--- config.mk ---
export PLATFORM = sky130hd
export DESIGN_NAME = sha256_job_scheduler
export DESIGN_NICKNAME = d
export VERILOG_FILES = /design/src/rtl/sha256_job_scheduler.sv
export SDC_FILE = /design/constraint.sdc
export NUM_CORES = 1
export LEC_CHECK = 0
export ABC_AREA = 1
export BUFFER_PORTS_ARGS = -buffer_cell sky130_fd_sc_hd__clkbuf_2
export CORE_AREA = 2 2 610 612
export CTS_BUF_LIST = sky130_fd_sc_hd__clkbuf_4
export CTS_CLUSTER_SIZE = 12
export DETAILED_ROUTE_END_ITERATION = 12
export DIE_AREA = 0 0 612 614
export HOLD_SLACK_MARGIN = 0.12
export PLACE_DENSITY = 0.32
export SYNTH_ARGS = -nofsm -noshare
export SYNTH_HDL_FRONTEND = slang
export SYNTH_SLANG_ARGS = --single-unit
--- constraint.sdc ---
create_clock -name clk -period 38.5 [get_ports clk]
set_clock_uncertainty 0.05 [all_clocks]
set_input_delay 3.85 -clock clk [delete_from_list [all_inputs] [get_ports clk]]
set_output_delay 3.85 -clock clk [all_outputs]
set_load 0.05 [all_outputs]
--- src/rtl/sha256_job_scheduler.sv ---
// Dispatches one mining job across NUM_CORES sha256_double cores, each scanning its own
// slice of the nonce space, and reports the first nonce found or full exhaustion.
module sha256_job_scheduler #(
    parameter int          NUM_CORES = 4,
    parameter logic [32:0] STRIDE    = 33'h1_0000_0000 / 33'(NUM_CORES)
) (
    input  logic                        clk,
    input  logic                        rst,
    input  logic                        job_valid,
    output logic                        job_ready,
    input  logic [11:0][7:0]            job_data,
    input  logic [7:0][31:0]            job_state,
    input  logic [31:0][7:0]            job_target,
    input  logic [31:0]                 job_nonce_start,
    output logic [NUM_CORES-1:0]        core_in_valid,
    output logic [11:0][7:0]            core_data,
    output logic [7:0][31:0]            core_state,
    output logic [31:0][7:0]            core_target,
    output logic [NUM_CORES-1:0][31:0]  core_nonce_base,
    input  logic [NUM_CORES-1:0]        core_out_valid,
    input  logic [NUM_CORES-1:0][31:0]  core_nonce_found,
    input  logic [NUM_CORES-1:0]        core_exhausted,
    output logic                        res_valid,
    output logic [31:0]                 res_nonce,
    output logic                        res_exhausted,
    output logic                        busy,
    output logic [31:0]                 job_cycles
);

    localparam logic [2:0] S_IDLE   = 3'd0;
    localparam logic [2:0] S_LAUNCH = 3'd1;
    localparam logic [2:0] S_SETTLE = 3'd2;
    localparam logic [2:0] S_RUN    = 3'd3;
    localparam logic [2:0] S_DONE   = 3'd4;

    // With a single core the stride is exactly 2^32, which wraps to 0 in 32 bits.
    localparam logic [31:0] STRIDE_MOD = STRIDE[31:0];

    logic                       r_rst_meta;
    logic                       r_rst_n;
    logic [2:0]                 r_state;
    logic [11:0][7:0]           r_core_data;
    logic [7:0][31:0]           r_core_state;
    logic [31:0][7:0]           r_core_target;
    logic [NUM_CORES-1:0][31:0] r_nonce_base;
    logic [NUM_CORES-1:0]       r_mask;
    logic [31:0]                r_job_cycles;
    logic [31:0]                r_res_nonce;
    logic                       r_res_exhausted;

    logic                       w_ready;
    logic                       w_accept;
    logic                       w_found;
    logic [31:0]                w_found_nonce;
    logic [NUM_CORES-1:0]       w_mask_next;
    logic                       w_mask_done;
    logic [31:0]                w_cycles_inc;
    logic [NUM_CORES-1:0][31:0] w_nonce_base;

    // NOTE: assertion is asynchronous, release is delayed two edges so no flop sees
    // the deassertion close to its clock edge.
    always_ff @(posedge clk or negedge rst) begin
        if (!rst) begin
            r_rst_meta <= 1'b0;
            r_rst_n    <= 1'b0;
        end else begin
            r_rst_meta <= 1'b1;
            r_rst_n    <= r_rst_meta;
        end
    end

    assign w_ready      = (r_state == S_IDLE) || (r_state == S_RUN);
    assign w_accept     = job_valid && w_ready;
    assign w_mask_next  = r_mask | core_exhausted;
    assign w_mask_done  = &w_mask_next;
    assign w_cycles_inc = (&r_job_cycles) ? r_job_cycles : r_job_cycles + 32'd1;

    for (genvar g = 0; g < NUM_CORES; g++) begin : g_base
        assign w_nonce_base[g] = job_nonce_start + STRIDE_MOD * 32'(g);
    end

    // NOTE: every output of this block gets a default first, so no path leaves a
    // value unassigned and no latch is inferred.
    always_comb begin
        w_found       = 1'b0;
        w_found_nonce = '0;
        // Scanning downwards leaves the lowest asserted index as the winner.
        for (int i = NUM_CORES - 1; i >= 0; i--) begin
            if (core_out_valid[i]) begin
                w_found       = 1'b1;
                w_found_nonce = core_nonce_found[i];
            end
        end
    end

    // NOTE: sequential state uses non-blocking assignments only, so every flop
    // samples the pre-edge values regardless of statement order.
    always_ff @(posedge clk or negedge r_rst_n) begin
        if (!r_rst_n) begin
            r_state         <= S_IDLE;
            r_core_data     <= '0;
            r_core_state    <= '0;
            r_core_target   <= '0;
            r_nonce_base    <= '0;
            r_mask          <= '0;
            r_job_cycles    <= '0;
            r_res_nonce     <= '0;
            r_res_exhausted <= 1'b0;
        end else if (w_accept) begin
            // A new job wins over anything the cores report on the same edge.
            r_state       <= S_LAUNCH;
            r_core_data   <= job_data;
            r_core_state  <= job_state;
            r_core_target <= job_target;
            r_nonce_base  <= w_nonce_base;
            r_mask        <= '0;
            r_job_cycles  <= '0;
        end else begin
            case (r_state)
                S_LAUNCH: begin
                    r_state      <= S_SETTLE;
                    r_job_cycles <= w_cycles_inc;
                end
                S_SETTLE: begin
                    r_state      <= S_RUN;
                    r_job_cycles <= w_cycles_inc;
                end
                S_RUN: begin
                    r_job_cycles <= w_cycles_inc;
                    if (w_found) begin
                        r_state         <= S_DONE;
                        r_res_nonce     <= w_found_nonce;
                        r_res_exhausted <= 1'b0;
                    end else begin
                        r_mask <= w_mask_next;
                        if (w_mask_done) begin
                            r_state         <= S_DONE;
                            r_res_nonce     <= '0;
                            r_res_exhausted <= 1'b1;
                        end
                    end
                end
                S_DONE:  r_state <= S_IDLE;
                S_IDLE:  r_state <= S_IDLE;
                default: r_state <= S_IDLE;
            endcase
        end
    end

    assign job_ready       = w_ready;
    assign busy            = (r_state != S_IDLE);
    assign res_valid       = (r_state == S_DONE);
    assign core_in_valid   = {NUM_CORES{r_state == S_LAUNCH}};
    assign core_data       = r_core_data;
    assign core_state      = r_core_state;
    assign core_target     = r_core_target;
    assign core_nonce_base = r_nonce_base;
    assign res_nonce       = r_res_nonce;
    assign res_exhausted   = r_res_exhausted;
    assign job_cycles      = r_job_cycles;

endmodule
[Word-level counts from Yosys, hierarchy flattened]
Index checks and enable logic that the tools add are counted.
Word-level totals
  RAM bits: 0
  input port bits: 779
  register bits: 810
  memory bits (read-only): 0
  memories kept: 0
  bits in latches: 0
Cells by class
  shift operators: 0
  div/mod/pow operators: 0
  $lt $le $gt $ge: 0
  multiply operators: 0
  muxes and demuxes: 22
  bitwise logic cells: 2
  equality and inequality tests: 7
  add/subtract/negate cells: 4
  reductions and logical operators: 13
Operator list (number)
  32-bit 2-to-1 mux: 9
  32-bit adder (second input constant): 2
  32-bit by 1-bit adder with 32-bit output (second input constant): 1
  32-bit by 31-bit adder with 32-bit output (second input constant): 1
  32-bit AND reduction: 1
  4-bit 2-to-1 mux: 3
  3-bit 2-to-1 mux: 3
  3-bit case mux with 3 select lines: 1
  3-bit by 2-bit equality test with 1-bit output (second input constant): 2
  1-bit 2-to-1 mux: 6
  2-bit nonzero test: 3
  2-bit inequality test (second input constant): 2
  4-bit inequality test (second input constant): 1
  4-bit OR: 1
  2-bit AND reduction: 2
  4-bit AND reduction: 1
  3-bit by 1-bit equality test with 1-bit output (second input constant): 1
  3-bit equality test (second input constant): 1
  3-bit zero test: 1
  3-bit AND reduction: 1
  3-bit nonzero test: 1
  3-bit OR reduction: 1
  1-bit logical AND: 1
  1-bit logical OR: 1
  1-bit NOT: 1

[Depth between registers and ports, before layout]
  word-level depth: 7
  mapped depth: 11
  mapped depth without buffers: 10

[Least setup slack after synthesis]
No wires, ideal clock.
  kind: reg2out
  from: reg r_state[2]
  to: out core_in_valid[1]
  slack: 32.528 ns
  cell stages (with the launch flop): 3
  path buffers: 1
  data arrival time: 2.072 ns
  cells stage by stage: dfrtp_1 nor3_1 buf_4
Between the ends
  longest elaborated chain between the ends: 1
RTL lines
  start, declared: RTL line 41  | logic [2:0] r_state;
  start signal, assigned: RTL line 100  | r_state <= S_IDLE;
  start signal, assigned: RTL line 111  | r_state <= S_LAUNCH;
  start signal, assigned: RTL line 121  | r_state <= S_SETTLE;
  3-bit by 1-bit equality test with 1-bit output: RTL line 153  | assign core_in_valid = {NUM_CORES{r_state == S_LAUNCH}};
  end, declared: RTL line 15  | output logic [NUM_CORES-1:0] core_in_valid,
No other way between the ends.

[Worst setup path in the final report]
  from: reg r_state[2]
  to: out core_in_valid[3]
Same word-level chain as after synthesis.

==> flow_summary_export.csv <==
group,metric,value,unit
status,status,"completed",
clock_tree,cts-root-buf,"clkbuf_4",
clock_tree,numClockSinks,718,
worst_setup_path,crit_start,"r_state[2]",
grt,gr-total-overflow,0,
yosys,postSynthCellCount,3508,
yosys,synth_top_family_by_area,"simple AND/OR/NAND/NOR gates",
worst_hold_path,min_to,"r_rst_n",
yosys,async_flop_share,100,%
timing,slew_viol_final,0,
worst_setup_path,r2r-start,"r_rst_n",
yosys,yosys.area_share.adder,0.0425,%
final_layout,syn_to_final_growth,54.1,%
final_layout,utilization,12.3,%
yosys,synthTopCellsByArea,"dfrtp_1 61%, nand2_1 28%, buf_4 2.5%, buf_2 1.9%, nor2_1 1.4%",
clock_tree,cts_buffers,240,
yosys,synth-xor-area-share,0.387,%
floorplan,die_y,614,um
routing,routedWlPerCell,25.1,um
worst_setup_path,crit_type,"reg -> out",
worst_setup_path,r2r_cells,5,
floorplan,dieWidth,612,um
yosys,ys.flop_type,"dfrtp_1",
routing,drtIter0Drc,1907,
routing,wl,258000,um
timing,fin_crit_sh,17.4,%
place,gp_congestion,0.885,
worst_setup_path,critPathTopFamily,"simple AND/OR/NAND/NOR gates",
timing,period_needed,6.70,ns
worst_setup_path,path_max_fanout,5,
grt,gr-usage-met1,15.1,%
grt,met2_usage,22.4,%
yosys,yosysSeqAreaShare,61.0,%
routing,drt.antenna.violating_nets,0,
worst_setup_path,crit_arrival,2.80,ns
clock_tree,insertion_delay,1.38,ns
yosys,synth_edf_count,0,
clock_tree,cts_tree,"yes",
final_layout,nets,5881,
routing,num_vias,30900,
floorplan,num_rows,224,
grt,gr-usage-all-layers,13.1,%
clock_tree,cts_hold_buf,0,
yosys,synth_compound_area_share,2.68,%
yosys,synth_nets,4288,
worst_setup_path,rr_endpoint,"core_state[66]",
yosys,yosysUniqueCellTypes,34,
grt,grt_pass1_wl,325000,um
final_layout,drive_gt1_share,38.0,%
yosys,synth_area_per_cell,8.39,sq um
clock_tree,cts_setup_buffers,0,
grt,antenna_found_initial,152,
clock_tree,cts-resized-gates,0,
clock_tree,cts.clk_slew.worst_paths,0.06,ns
grt,grt_max_degree,141,
yosys,synth.cells.most_frequent,"2165 x nand2_1, 718 x dfrtp_1, 111 x nor2_1",
clock_tree,htreeDepth,4,
routing,drtPass1Iterations,5,
floorplan,dieArea,376000,sq um
worst_hold_path,hold_path_depth,0,
yosys,synth_mux_area_share,0.0382,%
floorplan,core,370000,sq um
timing,fmax,149,MHz
worst_setup_path,cp_slowest_stage_delay,0.76,ns
timing,slew_headroom,22.2,%
floorplan,start_util,7.95,%
yosys,ys_ff_latch,718,
worst_setup_path,r2r_slack,33.51,ns
timing,finalSetupViolCount,0,
worst_setup_path,cp-start-kind,"flop",
timing,rsz0062_at_grt,"false",
worst_setup_path,slowest_stage,"nor3_1",
final_layout,fillers,43100,
worst_hold_path,worstHoldStart,"r_rst_meta",
worst_setup_path,crit_required,34.60,ns
pwr,p_per_area,112,nW/um^2
yosys,yosys.area_share.simple,30.0,%
worst_setup_path,endpoint_kind,"output port",
pwr,p_leak,24.2,nW
final_layout,multi_input_area,9790,sq um
final_layout,seq_area,18000,sq um
yosys,ys_warn_count,0,
timing,final_hold_viol_count,0,
grt,grt_pass1_vias,31100,
worst_setup_path,crit_chain,"nor3_1 -> clkbuf_2",
grt,met3_usage,5.41,%
pwr,irDropWorstVdd,0.0000578,V
worst_setup_path,crit_buf_inv,1,
yosys,synth_top_area_share,61.0,%
worst_hold_path,hold_class,"reg -> reg",
floorplan,pin_count,1587,
yosys,netlist_area,29400,sq um
timing,fin_tns_setup,0,ns
job,cap_violations,0,
place,hpwl,219000,um
clock_tree,clock_path_buffers,4,
timing,worst_slew_pin_slew,1.17,ns
grt,gr-max-usage-layer,"met2",
yosys,yosysTopAreaCell,"dfrtp_1",
yosys,synth.most_common_cell,"nand2_1",
routing,drc,0,
place,numPortBuffers,1586,
routing,avgViaCountPerCell,3.00,
-- metal layers --
metal	share of wire, %	wire [um]
met1	39	101000
met2	49	126000
met3	9.1	23500
met4	2.7	7060
met5	0.15	391
-- power breakdown --
part / switching [W] / leakage [nW] / internal [W]
sequential: 0.000250 / 8.97 / 0.00110
clock: 0.000417 / 1.71 / 0.000412
combinational: 0.00240 / 13.5 / 0.000485
total: 0.00306 / 24.2 / 0.00200
-- worst max-delay path by stage --
stage                        to  slack (ns)  depth (start not counted)
6_report       core_in_valid[3]       31.80                          2
5_1_grt        core_in_valid[0]       31.50                          2
4_1_cts        core_in_valid[0]       31.46                          2
3_5_place_dp    core_state[213]       31.26                          8
3_3_place_gp    core_state[213]       31.28                          8
2_1_floorplan      core_data[0]       16.95                          0
-- flip-flops by register name, indices dropped and copies added, names as in the netlist --
| name | flops |
|---|---|
| r_rst_n | 1 |
| job_cycles | 32 |
| r_state | 3 |
| core_data | 96 |
| res_exhausted | 1 |
| core_state | 256 |
| r_rst_meta | 1 |
| r_mask | 4 |
| core_nonce_base | 36 |
| res_nonce | 32 |
| core_target | 256 |
-- through the flow --
stage          hold WS, ns  power [W]  cell area [sq um]  std cells  setup WS, ns
6_report             0.305    0.00506              45400      10300         31.80
2_1_floorplan        0.281    0.00328              29400       3508         16.95
4_1_cts              0.308    0.00522              45200      10200         31.46
5_1_grt              0.317    0.00539              45300      10200         31.50
3_3_place_gp         0.284    0.00433              42400       9831         31.28
3_5_place_dp         0.286    0.00432              42400       9831         31.26
-- cell type report --
cell class | count | share of cell area [%]
sequential | 718 | 39.6
clock inverter | 65 | 0.849
multi-input combinational | 2477 | 21.6
timing repair buffer | 1622 | 18.1
tap | 4972 | 13.7
inverter | 42 | 0.364
antenna | 50 | 0.276
clock buffer | 331 | 5.48
-- placed cells by master (no fill, tap or decap), drive strengths merged --
cell type,count
mux2,1
clkinv,59
buf,36
clkinvlp,1
nand4,5
o211ai,1
xor2,3
a22oi,31
o21bai,4
ha,1
nand3,22
xnor2,10
a21oi,35
bufinv,3
o21ai,67
nand2,2170
or2,5
conb,1
nor2,116
nand3b,2
diode,50
clkbuf,1917
nand2b,1
inv,44
nor3,2
dfrtp,718
-- kinds of logic (layout without fill, tap and decap cells) --
group,count (synthesis),after routing
AOI/OAI and AO/OA,138,138
xor gates and xnor gates,13,13
adders and majority gates,1,1
buffers and inverters,313,2060
DFF,718,718
muxes,1,1
other,1,51
and+or+nand+nor,2323,2323
(Power assumes the default switching activity.)
